`config.mk`:
```
export PLATFORM = sky130hd
export DESIGN_NAME = cam_burst_buf
export DESIGN_NICKNAME = d
export VERILOG_FILES = /design/src/rtl/cam_burst_pkg.sv /design/src/rtl/cam_sync_fifo.sv /design/src/rtl/cam_burst_buf.sv
export SDC_FILE = /design/constraint.sdc
export NUM_CORES = 1
export LEC_CHECK = 0
export CORE_MARGIN = 2
export CORE_UTILIZATION = 60
export CTS_BUF_LIST = sky130_fd_sc_hd__clkbuf_4 sky130_fd_sc_hd__clkbuf_8
export CTS_CLUSTER_SIZE = 14
export DETAILED_ROUTE_END_ITERATION = 7
export PLACE_DENSITY = 0.76
export SLEW_MARGIN = 5
export SYNTH_ARGS = -nofsm -noshare
export SYNTH_HDL_FRONTEND = slang
export SYNTH_SLANG_ARGS = --single-unit
```
`constraint.sdc`:
```
create_clock -name clk80 -period 3.65 [get_ports clk80]
set_clock_uncertainty 0.05 [all_clocks]
set_input_delay 0.365 -clock clk80 [delete_from_list [all_inputs] [get_ports clk80]]
set_output_delay 0.365 -clock clk80 [all_outputs]
set_load 0.03 [all_outputs]
```
`src/rtl/cam_burst_pkg.sv`:
```
// Shared types and constants for the camera burst write buffer.
// Latency: n/a (types and constants only).
// Backpressure: n/a.
package cam_burst_pkg;

    typedef enum logic [1:0] {
        S_IDLE  = 2'd0,
        S_REQ   = 2'd1,
        S_BURST = 2'd2,
        S_FLUSH = 2'd3
    } cam_state_t;

    localparam int CAM_BURST_LEN   = 32;
    localparam int CAM_FIFO_DEPTH  = 64;
    // Word address stride between consecutive camera bursts, shared with the arbiter.
    localparam int CAM_ADDR_STRIDE = 32;

endpackage

```
`src/rtl/cam_sync_fifo.sv`:
```
// Single-clock first-word-fall-through FIFO with synchronous clear.
// Latency: a push is visible on pop_data/count the cycle after the write edge.
// Backpressure: push while full is ignored unless a pop frees the slot in the same cycle.
// Ports: clk, rst (async high), clr (sync), push/push_data, pop/pop_data,
//        full, empty, count (occupancy, $clog2(DEPTH)+1 bits).
module cam_sync_fifo #(
    parameter int DEPTH = 64,
    parameter int WIDTH = 16
) (
    input  logic                       clk,
    input  logic                       rst,
    input  logic                       clr,
    input  logic                       push,
    input  logic [WIDTH-1:0]           push_data,
    input  logic                       pop,
    output logic [WIDTH-1:0]           pop_data,
    output logic                       full,
    output logic                       empty,
    output logic [$clog2(DEPTH):0]     count
);

    localparam int AW = $clog2(DEPTH);
    localparam logic [AW:0] FULL_CNT = (AW+1)'(DEPTH);

    logic [WIDTH-1:0] mem [DEPTH];
    logic [AW-1:0]    wr_ptr;
    logic [AW-1:0]    rd_ptr;
    logic             do_push;
    logic             do_pop;

    assign full     = (count == FULL_CNT);
    assign empty    = (count == '0);
    // A pop on an empty FIFO is a no-op; a pop on a full FIFO makes room for a push.
    assign do_pop   = pop & ~empty;
    assign do_push  = push & (~full | do_pop);
    assign pop_data = empty ? '0 : mem[rd_ptr];

    always_ff @(posedge clk) begin
        if (do_push && !clr) begin
            mem[wr_ptr] <= push_data;
        end
    end

    always_ff @(posedge clk or posedge rst) begin
        if (rst) begin
            wr_ptr <= '0;
            rd_ptr <= '0;
            count  <= '0;
        end else if (clr) begin
            wr_ptr <= '0;
            rd_ptr <= '0;
            count  <= '0;
        end else begin
            if (do_push) wr_ptr <= wr_ptr + 1'b1;
            if (do_pop)  rd_ptr <= rd_ptr + 1'b1;
            case ({do_push, do_pop})
                2'b10:   count <= count + 1'b1;
                2'b01:   count <= count - 1'b1;
                default: count <= count;
            endcase
        end
    end

endmodule

```
`src/rtl/cam_burst_buf.sv`:
```
// Camera write buffer: packs byte pairs into 16-bit words, requests SDRAM bursts, flushes on vsync.
// Latency: word visible one cycle after its second byte; cam_req high two cycles after count reaches BURST_LEN.
// Backpressure: none upstream; words arriving while the FIFO is full are dropped and flagged in overflow.
// Ports: clk80, rst (async high); pix_data/pix_valid/vsync from camera; go/wr/data_rd from arbiter
//        and memory controller; wr_data (FIFO head), cam_req, sticky overflow/underflow.
// Build option: CAM_BYTE_SWAP_EN places the first byte of a pair in [7:0] instead of [15:8].
module cam_burst_buf
    import cam_burst_pkg::*;
#(
    parameter int BURST_LEN = CAM_BURST_LEN,
    parameter int DEPTH     = CAM_FIFO_DEPTH
) (
    input  logic        clk80,
    input  logic        rst,
    input  logic [7:0]  pix_data,
    input  logic        pix_valid,
    input  logic        vsync,
    input  logic        go,
    input  logic        wr,
    input  logic        data_rd,
    output logic [15:0] wr_data,
    output logic        cam_req,
    output logic        overflow,
    output logic        underflow
);

    localparam int CW = $clog2(DEPTH) + 1;
    localparam int PW = $clog2(BURST_LEN) + 1;
    localparam logic [CW-1:0] BURST_WORDS = CW'(BURST_LEN);
    localparam logic [PW-1:0] LAST_POP    = PW'(BURST_LEN - 1);

    cam_state_t     state;
    cam_state_t     state_nxt;
    logic           byte_phase;
    logic [7:0]     byte_hold;
    logic           vsync_q;
    logic           vsync_rise;
    logic           flush_pend;
    logic [PW-1:0]  pop_cnt;
    logic           flushing;
    logic           push;
    logic [15:0]    push_word;
    logic           full;
    logic           empty;
    logic [CW-1:0]  count;

    assign flushing   = (state == S_FLUSH);
    assign vsync_rise = vsync & ~vsync_q;
    // Bytes arriving while the FIFO is being flushed belong to neither frame.
    assign push       = pix_valid & byte_phase & ~flushing;

`ifdef CAM_BYTE_SWAP_EN
    assign push_word = {pix_data, byte_hold};
`else
    assign push_word = {byte_hold, pix_data};
`endif

    cam_sync_fifo #(
        .DEPTH (DEPTH),
        .WIDTH (16)
    ) u_fifo (
        .clk       (clk80),
        .rst       (rst),
        .clr       (flushing),
        .push      (push),
        .push_data (push_word),
        .pop       (data_rd),
        .pop_data  (wr_data),
        .full      (full),
        .empty     (empty),
        .count     (count)
    );

    always_comb begin
        state_nxt = state;
        case (state)
            S_IDLE: begin
                if (flush_pend)                state_nxt = S_FLUSH;
                else if (count >= BURST_WORDS) state_nxt = S_REQ;
            end
            S_REQ: begin
                if (go && wr) state_nxt = S_BURST;
            end
            S_BURST: begin
                if (data_rd && pop_cnt == LAST_POP) state_nxt = S_IDLE;
            end
            S_FLUSH: state_nxt = S_IDLE;
            default: state_nxt = S_IDLE;
        endcase
    end

    always_ff @(posedge clk80 or posedge rst) begin
        if (rst) begin
            state      <= S_IDLE;
            cam_req    <= 1'b0;
            byte_phase <= 1'b0;
            byte_hold  <= '0;
            vsync_q    <= 1'b0;
            flush_pend <= 1'b0;
            pop_cnt    <= '0;
            overflow   <= 1'b0;
            underflow  <= 1'b0;
        end else begin
            state   <= state_nxt;
            vsync_q <= vsync;
            // Request drops the cycle after the grant is sampled.
            cam_req <= (state == S_REQ) && !(go && wr);

            // A new frame edge wins over the clear so it is never lost.
            if (vsync_rise)                flush_pend <= 1'b1;
            else if (state_nxt == S_FLUSH) flush_pend <= 1'b0;

            if (state == S_BURST) begin
                if (data_rd) pop_cnt <= (pop_cnt == LAST_POP) ? '0 : pop_cnt + 1'b1;
            end else begin
                pop_cnt <= '0;
            end

            if (flushing) begin
                byte_phase <= 1'b0;
                overflow   <= 1'b0;
                underflow  <= 1'b0;
            end else begin
                if (pix_valid) begin
                    byte_phase <= ~byte_phase;
                    if (!byte_phase) byte_hold <= pix_data;
                end
                if (push && full && !data_rd) overflow  <= 1'b1;
                if (data_rd && empty)         underflow <= 1'b1;
            end
        end
    end

endmodule

```
Word level (Yosys, flattened, before mapping)
Memory sizes are Yosys's and may differ from the RTL's. Index checks and enable logic that the tools add are counted.

Input bits: 15. Memories kept: 1. RAM bits: 1024. Flip-flop bits (word level): 41.

Reductions and logical operators: 20. Bitwise operators: 11. Equal/unequal tests: 9. Add/subtract/negate cells: 5. Multiplexer cells: 25. Magnitude comparators: 1.

Memories: u_fifo.mem (depth 64, bits a word 16, rd ports 1, clocked after Yosys merged registers in 0, write ports 1, line cam_sync_fifo.sv:25) `logic [WIDTH-1:0] mem [DEPTH];`.

Operator list (number): $mux W6 (7); $add A6 B1 Y6 const B (3); $mux W16 (1); $pmux W7 S2 (1); $reduce_bool A2 Y1 (6); $mux W1 (10); $eq A2 B2 Y1 const B (4); $mux W2 (4); $pmux W2 S4 (1); $add A7 B1 Y7 const B (1); $eq A7 B7 Y1 const B (1); $ge A7 B6 Y1 const B (1); $logic_and A1 B1 Y1 (7); $logic_not A7 Y1 (1); $mux W7 (1); $sub A7 B1 Y7 const B (1); $eq A6 B5 Y1 const B (1); $and A1 B1 Y1 (5); $not A1 Y1 (5); $eq A2 B1 Y1 const B (2); $logic_not A1 Y1 (3); $reduce_and A3 Y1 (1); $reduce_bool A3 Y1 (1); $logic_not A2 Y1 (1); 2 further kinds (2).

Longest topological paths before layout
Gate-level depths: netlist (run 1).

Depth after elaboration: 8. Gate-level depth with buffers: 12. Mapped depth without buffers: 10.

Hierarchy
A second synthesis (run 1) with hierarchy kept.

Cell total of the unflattened synthesis: 1915. Area total of the unflattened synthesis: 41472.3 sq um.

Modules (own cells, without submodules): cam_sync_fifo (instances 1, area each 40536.4 sq um, cells an instance 1837); cam_burst_buf (instances 1, area each 935.9 sq um, cells an instance 78).

Worst setup path after synthesis (run 1)
No wires, ideal clock.

Path kind: register -> register. Start point: reg state[1]. End point: mem u_fifo.mem[39][0], enable pin. Arrival time: 2.606 ns. Period minus slack after synthesis: 3.065 ns. Path slack: 0.585 ns. Path buffers: 2. Setup time: 0.409 ns. Stages on the path, launching flop included: 9. Cells stage by stage: dfrtp_1 -> clkbuf_2 -> nand2_1 -> nand3_1 -> nor2_1 -> and2_1 -> clkbuf_1 -> nand2_1 -> nor3_1.

Word-level cells in the longest chain between the ends: 7. Elaborated cells between the ends (all ways): 8. Those cells by class: eq/ne: 1; mux: 2; bitwise: 3; reduce/logical: 2.

RTL lines: from (decl) (line cam_burst_buf.sv:32) `cam_state_t state;`; from (signal assigned) (line cam_burst_buf.sv:104) `state <= state_nxt;`; $eq A2 B2 Y1 * (line cam_burst_buf.sv:47) `assign flushing = (state == S_FLUSH);`; $not A1 Y1 (no line); $and A1 B1 Y1 (line cam_burst_buf.sv:50) `assign push = pix_valid & byte_phase & ~flushing;`; $and A1 B1 Y1 (line cam_sync_fifo.sv:35) `assign do_push = push & (~full | do_pop);`; $logic_and A1 B1 Y1 * (line cam_sync_fifo.sv:39) `if (do_push && !clr) begin`; $mux W1 * (line cam_sync_fifo.sv:39); $mux W1 (implied by the code) * (line cam_sync_fifo.sv:40) `mem[wr_ptr] <= push_data;`; to (decl) (line cam_sync_fifo.sv:25).

Every way passes the cells marked *; elsewhere a longest branch is shown, timed or not.

Worst setup path after layout (run 1)
Start point: reg u_fifo.rd_ptr[0]. End point: out wr_data[7].

Word-level cells in the longest chain between the ends: 2.

RTL lines: from (decl) (line cam_sync_fifo.sv:27) `logic [AW-1:0] rd_ptr;`; from (signal assigned) (line cam_sync_fifo.sv:55) `if (do_pop) rd_ptr <= rd_ptr + 1'b1;`; $mem_v2 Z64 W16; $mux W16 (line cam_sync_fifo.sv:36) `assign pop_data = empty ? '0 : mem[rd_ptr];`; to (decl) (line cam_burst_buf.sv:21) `output logic [15:0] wr_data,`.

Every way passes these cells.

==> results.rst, run 1 <==
.. list-table::
   :header-rows: 1

   * - Metric
     - Value
   * - RSZ-0062 raised after global routing
     - yes
   * - Lkg Pwr
     - 0.0156 µW
   * - # rows
     - 96
   * - Result of the run
     - complete, but fails checks
   * - Mean instance size in the synthesized netlist
     - 21.2 µm²
   * - Failing checks
     - setup timing
   * - Net count of the mapped netlist
     - 1976
   * - Layout area overhead
     - 16.2%
   * - Peak supply drop
     - 0.000674 V
   * - Share of cells above drive strength 1
     - 36.0%
   * - Endpoint required time on the critical path
     - 3.23 ns
   * - Routability cong.
     - 0.842
   * - Number of placed instances, taps included
     - 2916
   * - Io pins
     - 34
   * - Async SR Flop Fraction
     - 3.85%
   * - CTS clk-pin slew, worst paths
     - 0.07 ns
   * - Die span in x
     - 267 µm
   * - Y dimension of the die
     - 267 µm
   * - Clock tree root buffer cell
     - sky130_fd_sc_hd__clkbuf_8
   * - Area of the die
     - 0.0713 mm²
   * - Critical Path Max Stage Delay
     - 0.50 ns
   * - Final instance count without filler cells
     - 3257
   * - Max clock buf depth
     - 3
   * - Clock tree from TritonCTS
     - built
   * - Post-route setup slack
     - -0.270 ns
   * - Kind of start point of the critical path
     - register
   * - Headroom to the max-slew limit
     - 14.6%
   * - Via count of the first global-routing pass
     - 21.8k
   * - Pin count of the biggest net entering global routing
     - 66
   * - Proportion of netlist area held by the largest area contributor
     - 74.1%
   * - Clock sink count
     - 1065
   * - Setup CP Type
     - register to output pin
   * - Final Util
     - 70.4%
   * - Post-detailed-route DRC marker count
     - 0
   * - Final HPWL from detailed placement
     - 58100 µm
   * - Ys Warns
     - 0
   * - First-pass GRT wire length
     - 148000 µm
   * - Final min period
     - 3.92 ns
   * - Worst reg2reg path depth
     - 10
   * - Avg Vias per Cell
     - 6.72
   * - Leading cell types by count after synthesis
     - sky130_fd_sc_hd__edfxtp_1, sky130_fd_sc_hd__mux4_2, sky130_fd_sc_hd__nor2_1
   * - Count of unique library cells instantiated by Yosys
     - 54
   * - Worst Max-Slew Pin Slew
     - 1.28 ns
   * - Number of optimization iterations in the first detailed-route pass
     - 5
   * - FF+latch count, synth
     - 1065
   * - Cell type contributing the most total cell area after synthesis
     - sky130_fd_sc_hd__edfxtp_1
   * - Max-capacitance violation count
     - 0
   * - Max Clock Freq
     - 255 MHz
   * - Sequential cell area fraction in the yosys report
     - 76.6%
   * - Number of port buffers
     - 33
   * - Final Slew Violations
     - 0
   * - Syn Std Cell Area
     - 0.0415 mm²
   * - Final #Nets
     - 2266
   * - Cell breakdown of the critical path
     - buf_4 > buf_8 > buf_4 > mux4_2 > a211oi_2 > a21oi_1 > nand3_1 > o211ai_1 > buf_4
   * - Crit path capture type
     - output pin
   * - Initial core utilization
     - 60.6%
   * - Post-synth top flop
     - sky130_fd_sc_hd__edfxtp_1
   * - CP Data Arrival Time
     - 3.51 ns
   * - Post-route clock period utilization
     - 107%
   * - Antenna violations before repair
     - 3
   * - Remaining global-route overflow
     - 0
   * - Clock Latency Late Sink
     - 0.83 ns
   * - Synthesized instance count
     - 1956
   * - Cell with the most instances after synthesis
     - sky130_fd_sc_hd__edfxtp_1
   * - Detailed-route wire length per cell
     - 31.9 µm
   * - Placeable core region
     - 0.0685 mm²
   * - Antenna-violating nets left
     - 0
   * - Most common cell on crit path
     - sky130_fd_sc_hd__buf_4
   * - Drt total wl
     - 104000 µm
   * - DR vias
     - 21.9k
   * - Deepest level of the CTS H-tree
     - 4
   * - Count of flip-flops with a built-in enable after synthesis
     - 1024
   * - Final Setup Violations
     - 15
   * - Total Routing Usage GR
     - 29.6%
   * - Maximum fanout along the worst path
     - 5
   * - First DRT Iteration DRCs
     - 3203
   * - Total power per unit cell area
     - 775 mW/mm²
   * - Area contributors post-synth
     - sky130_fd_sc_hd__edfxtp_1, sky130_fd_sc_hd__mux4_2, sky130_fd_sc_hd__dfrtp_1
   * - Critical-path cell with the highest stage delay
     - sky130_fd_sc_hd__dfrtp_4
   * - Worst Hold Class
     - primary input to async pin
   * - Number of buffers created by CTS
     - 162
   * - Final Hold Violating Endpoints
     - 0
==> worst paths after layout <==
path	start	end	slack, ns
max reg2reg	state[1]	u_fifo.count[6]	0.47
min in group clk80	pix_data[1]	u_fifo.mem[58][1]	0.18
max	u_fifo.rd_ptr[0]	wr_data[7]	-0.27
max in group asynchronous	rst	pop_cnt[2]	2.68
min	rst	u_fifo.count[3]	0.05
min reg2reg	vsync_q	flush_pend	0.41
==> report_power, final <==
part / leakage, µW / internal (µW) / switching [µW]
combinational: 0.00420 / 5730 / 6430
clock: 0.00166 / 5040 / 4590
sequential: 0.00972 / 14600 / 1010
==> kinds of logic (layout without fill, tap and decap cells) <==
family | Yosys count | after routing | synth area share, %
DFF | 1065 | 1065 | 76.6
muxes | 350 | 350 | 16.4
and+or+nand+nor | 260 | 260 | 3.05
AOI/OAI and AO/OA | 144 | 144 | 2.24
buffers and inverters | 114 | 532 | 1.23
xor gates and xnor gates | 18 | 18 | 0.380
adders and majority gates | 5 | 5 | 0.151
other | 0 | 1 | 0
==> critical path, delay by kind of cell (launching register included) <==
family                 cells  cell delay [ns]
DFF                        1             0.50
buffers and inverters      4             0.72
muxes                      1             0.42
and+or+nand+nor            1             0.19
AOI/OAI and AO/OA          3             0.83
==> final cells by class <==
type,count,area (µm²)
antenna,1,2.50
clock buffer,216,2650
inverter,4,15.0
sequential,1065,31800
fill,3909,20200
clock inverter,76,494
tap,882,1100
timing repair buffer,236,2530
multi-input combinational,777,9630
==> cell usage in the layout, fill, tap and decap left out, types with 6 or more instances in the layout <==
cell type,n
sky130_fd_sc_hd__clkinv_1,43
sky130_fd_sc_hd__nand3_2,11
sky130_fd_sc_hd__nor2_1,104
sky130_fd_sc_hd__a211oi_2,14
sky130_fd_sc_hd__a31oi_1,7
sky130_fd_sc_hd__a21oi_2,20
sky130_fd_sc_hd__buf_8,7
sky130_fd_sc_hd__and2_1,6
sky130_fd_sc_hd__buf_16,12
sky130_fd_sc_hd__clkinv_2,16
sky130_fd_sc_hd__o211ai_1,14
sky130_fd_sc_hd__xnor2_1,8
sky130_fd_sc_hd__clkbuf_4,52
sky130_fd_sc_hd__buf_2,8
sky130_fd_sc_hd__edfxtp_1,1024
sky130_fd_sc_hd__mux2_2,22
sky130_fd_sc_hd__clkdlybuf4s50_1,9
sky130_fd_sc_hd__nor2b_1,28
sky130_fd_sc_hd__dfrtp_2,8
sky130_fd_sc_hd__a211oi_1,8
sky130_fd_sc_hd__inv_6,6
sky130_fd_sc_hd__mux2i_1,60
sky130_fd_sc_hd__clkbuf_8,164
sky130_fd_sc_hd__nand4_1,9
sky130_fd_sc_hd__o21ai_0,9
sky130_fd_sc_hd__buf_12,21
sky130_fd_sc_hd__nand3_1,17
sky130_fd_sc_hd__a21oi_1,33
sky130_fd_sc_hd__dfrtp_1,29
sky130_fd_sc_hd__xor2_1,10
sky130_fd_sc_hd__mux4_2,260
sky130_fd_sc_hd__buf_6,10
sky130_fd_sc_hd__a22oi_1,16
sky130_fd_sc_hd__buf_4,161
sky130_fd_sc_hd__nand2_1,38
==> layer usage <==
layer	GRT usage, %	vias up	part of all wire, %
li1	-	8733	-
met1	41.8	11400	37
met2	46.5	1546	49
met3	6.07	239	11
met4	11.6	2	3.3
met5	0	-	0.013
==> metrics by stage <==
stage | TNS [ns] | power, µW | worst slack [ns] | cell area (µm²) | hold WS, ns
floorplan | 0 | 21800 | 0.585 | 41500 | 0.346
global placement | 0 | 25600 | 0.322 | 43700 | 0.361
detailed placement | 0 | 25900 | 0.296 | 43700 | 0.402
CTS | -2.57 | 37000 | -0.251 | 48000 | 0.0500
global route | -3.63 | 38500 | -0.333 | 48200 | 0.112
finish | -2.60 | 37400 | -0.270 | 48200 | 0.0496
==> what timing repair did <==
action | CTS | global route
setup buffers | 29 | 7
resized for setup | 106 | 28
endpoints found under the hold margin | 1 | 0
gates cloned | 14 | 2
hold buffers | 1 | 0
pin swaps | 34 | 23
endpoints found under the setup margin | 16 | 16
==> registers in the layout, indices dropped and copies added, names as in the netlist <==
name	cells
pop_cnt	6
byte_hold	8
byte_phase	1
flush_pend	1
u_fifo.rd_ptr	6
overflow	1
u_fifo.count	7
vsync_q	1
u_fifo.mem	1024
u_fifo.wr_ptr	6
underflow	1
state	2
cam_req	1
No activity file was read; power rests on OpenSTA's default activity.
==> inputs of run 2 (changes only) <==
--- a/config.mk
+++ b/config.mk
@@ -7,10 +7,10 @@
 export LEC_CHECK = 0
 export CORE_MARGIN = 2
 export CORE_UTILIZATION = 60
-export CTS_BUF_LIST = sky130_fd_sc_hd__clkbuf_4 sky130_fd_sc_hd__clkbuf_8
 export CTS_CLUSTER_SIZE = 14
 export DETAILED_ROUTE_END_ITERATION = 7
 export PLACE_DENSITY = 0.76
+export SKIP_CTS_REPAIR_TIMING = 1
 export SLEW_MARGIN = 5
 export SYNTH_ARGS = -nofsm -noshare
 export SYNTH_HDL_FRONTEND = slang
==> run 2 against run 1 <==
  * The flow still finishes with violations (setup timing)
  * Via count down 0.57%
  * Clock power grew 9%
  * Fmax increased by 4.2%
  * Sequential share of layout area grew 0.21 points
  * Highest routed layer unchanged
==> results.rst, run 2 (synthesis gave the netlist of run 1 again) <==
.. list-table::
   :header-rows: 1

   * - Metric
     - Value
   * - # rows
     - 96
   * - Final Util
     - 70.2%
   * - Relative contribution of sequential cells to total power
     - 41.2%
   * - Crit path capture type
     - output pin
   * - First DRT Iteration DRCs
     - 3250
   * - Critical-path cell with the highest stage delay
     - sky130_fd_sc_hd__dfrtp_4
   * - Most common cell on crit path
     - sky130_fd_sc_hd__buf_4
   * - Deepest level of the CTS H-tree
     - 3
   * - Fraction of power spent switching nets
     - 31.3%
   * - Number of optimization iterations in the first detailed-route pass
     - 5
   * - Number of port buffers
     - 33
   * - Worst reg2reg path depth
     - 7
   * - Post-route total power
     - 37900 µW
   * - Post-route setup slack
     - -0.112 ns
   * - Share of power burned in combinational logic
     - 31.1%
   * - Detailed-route wire length per cell
     - 33.2 µm
   * - Worst Hold Class
     - primary input to register
   * - Worst Min Path Start
     - vsync
   * - Final Setup Violations
     - 7
   * - Leading cell types in the layout, fill and taps excluded
     - sky130_fd_sc_hd__edfxtp_1, sky130_fd_sc_hd__mux4_2, sky130_fd_sc_hd__buf_4, sky130_fd_sc_hd__clkbuf_16, sky130_fd_sc_hd__nor2_1
   * - Routability cong.
     - 0.842
   * - Die span in x
     - 267 µm
   * - Endpoint required time on the critical path
     - 3.23 ns
   * - Pin count of the biggest net entering global routing
     - 66
   * - First-pass GRT wire length
     - 144000 µm
   * - Kind of start point of the critical path
     - register
   * - RSZ-0062 raised after global routing
     - yes
   * - Most common cell after layout, fill and taps aside
     - sky130_fd_sc_hd__edfxtp_1
   * - Post-detailed-route DRC marker count
     - 0
   * - Final Hold Violating Endpoints
     - 0
   * - Clock Latency Late Sink
     - 0.67 ns
   * - Drt total wl
     - 105000 µm
   * - Via count of the first global-routing pass
     - 21.1k
   * - Clock tree from TritonCTS
     - built
   * - CTS clk-pin slew, worst paths
     - 0.06 ns
   * - Total Routing Usage GR
     - 28.6%
   * - Final min period
     - 3.76 ns
   * - Critical Path Stages
     - 10
   * - Initial core utilization
     - 60.6%
   * - Registers with the most flip-flops
     - u_fifo.mem x1024, byte_hold x8, u_fifo.count x7
   * - Post-route clock period utilization
     - 103%
   * - Io pins
     - 34
   * - Hold EP
     - vsync_q
   * - Number of buffers created by CTS
     - 100
   * - Family with the most delay on the worst path
     - compound AO/OA/AOI/OAI gates
   * - Internal power summed over all cells
     - 26000 µW
   * - Remaining global-route overflow
     - 0
   * - Final Slew Violations
     - 0
   * - Failing checks
     - setup timing
   * - Total power per unit cell area
     - 787 mW/mm²
   * - Part of the power in the clock network
     - 27.7%
   * - Layout area overhead
     - 15.9%
   * - Summed negative setup slack over all endpoints
     - -0.323 ns
   * - Clock tree root buffer cell
     - sky130_fd_sc_hd__clkbuf_16
   * - Final HPWL from detailed placement
     - 58100 µm
   * - Critical path buffers and inverters
     - 4
   * - Antenna-violating nets left
     - 0
   * - Largest register FFs
     - 1024
   * - Cell breakdown of the critical path
     - buf_12 > buf_4 > buf_4 > mux4_2 > nor2b_1 > a211oi_2 > a21oi_2 > nand3_1 > o211ai_1 > buf_4
   * - Worst R2R Start
     - state[1]
   * - Area of the die
     - 0.0713 mm²
   * - Lkg Pwr
     - 0.0154 µW
   * - Y dimension of the die
     - 267 µm
   * - Worst hold path stage count
     - 1
   * - Setup CP Type
     - register to output pin
   * - Share of cells above drive strength 1
     - 32.4%
   * - Peak supply drop
     - 0.000651 V
   * - Critical Path Max Stage Delay
     - 0.49 ns
   * - Critical register-to-register path endpoint
     - u_fifo.mem[38][13]
   * - Max clock buf depth
     - 3
   * - Final #Nets
     - 2201
   * - Result of the run
     - complete, but fails checks
   * - Avg Vias per Cell
     - 6.91
   * - Most flops, register
     - u_fifo.mem
   * - Reg2reg setup slack
     - 0.52 ns
   * - Maximum fanout along the worst path
     - 5
   * - Max-capacitance violation count
     - 0
   * - CP Data Arrival Time
     - 3.35 ns
   * - Worst Max-Slew Pin Slew
     - 1.29 ns
   * - Placeable core region
     - 0.0685 mm²
   * - Clock sink count
     - 1065
   * - Net switching power figure
     - 11800 µW
   * - Headroom to the max-slew limit
     - 13.8%
   * - Antenna violations before repair
     - 3
   * - DR vias
     - 21.8k
   * - Max Clock Freq
     - 266 MHz
-- run 2: changes by cell type in the layout (fill, tap and decap cells not counted), moves of 7 or more --
cell                        delta
sky130_fd_sc_hd__bufinv_16     +7
sky130_fd_sc_hd__clkbuf_4     -52
sky130_fd_sc_hd__clkbuf_16   +111
sky130_fd_sc_hd__clkinv_1     -19
sky130_fd_sc_hd__clkbuf_1     +23
sky130_fd_sc_hd__clkbuf_8    -160
sky130_fd_sc_hd__nand3_1       +7
sky130_fd_sc_hd__buf_4        +10
-- run 2: layout make-up --
| cell class | instances | area (µm²) |
|---|---|---|
| Clock inverter | 56 | 577 |
| Fill cell | 3916 | 20400 |
| Antenna cell | 2 | 5.00 |
| Multi-Input combinational cell | 777 | 9540 |
| Timing Repair Buffer | 233 | 2310 |
| Sequential cell | 1065 | 31800 |
| Tap cell | 882 | 1100 |
| Clock buffer | 130 | 2720 |
| Inverter | 4 | 15.0 |
-- run 2: power groups by stage --
stage	clock network, µW	logic (µW)	registers, µW
floorplan	0	6390	15400
global placement	0	9730	15900
detailed placement	0	9930	16000
CTS	10500	10000	15700
global route	11000	12200	15700
finish	10500	11800	15600
-- run 2: layer usage --
layer	share of wire [%]	track usage, %	wire length (µm)
met1	37	39.6	38400
met2	49	45.1	50900
met3	11	6.69	11400
met4	3.8	10.7	3990
met5	0.0086	0	9
-- run 2: worst max path at each step --
stage | startpoint | endpoint | slack [ns]
after floorplan | state[1] | u_fifo.mem[39][0] | 0.58
after global placement | u_fifo.rd_ptr[0] | wr_data[7] | 0.32
after detailed placement | u_fifo.rd_ptr[0] | wr_data[7] | 0.30
after CTS | u_fifo.rd_ptr[0] | wr_data[7] | -0.40
after global routing | u_fifo.rd_ptr[0] | wr_data[14] | -0.09
final | u_fifo.rd_ptr[0] | wr_data[7] | -0.11
-- run 2: stage by stage --
step / worst slack (ns) / cell area (µm²) / instances / hold slack, ns
floorplan: 0.585 / 41500 / 1956 / 0.346
CTS: -0.402 / 47000 / 3102 / 0.108
detailed placement: 0.296 / 43700 / 2916 / 0.402
finish: -0.112 / 48100 / 3149 / 0.134
global placement: 0.322 / 43700 / 2916 / 0.361
global route: -0.0883 / 48100 / 3148 / 0.122
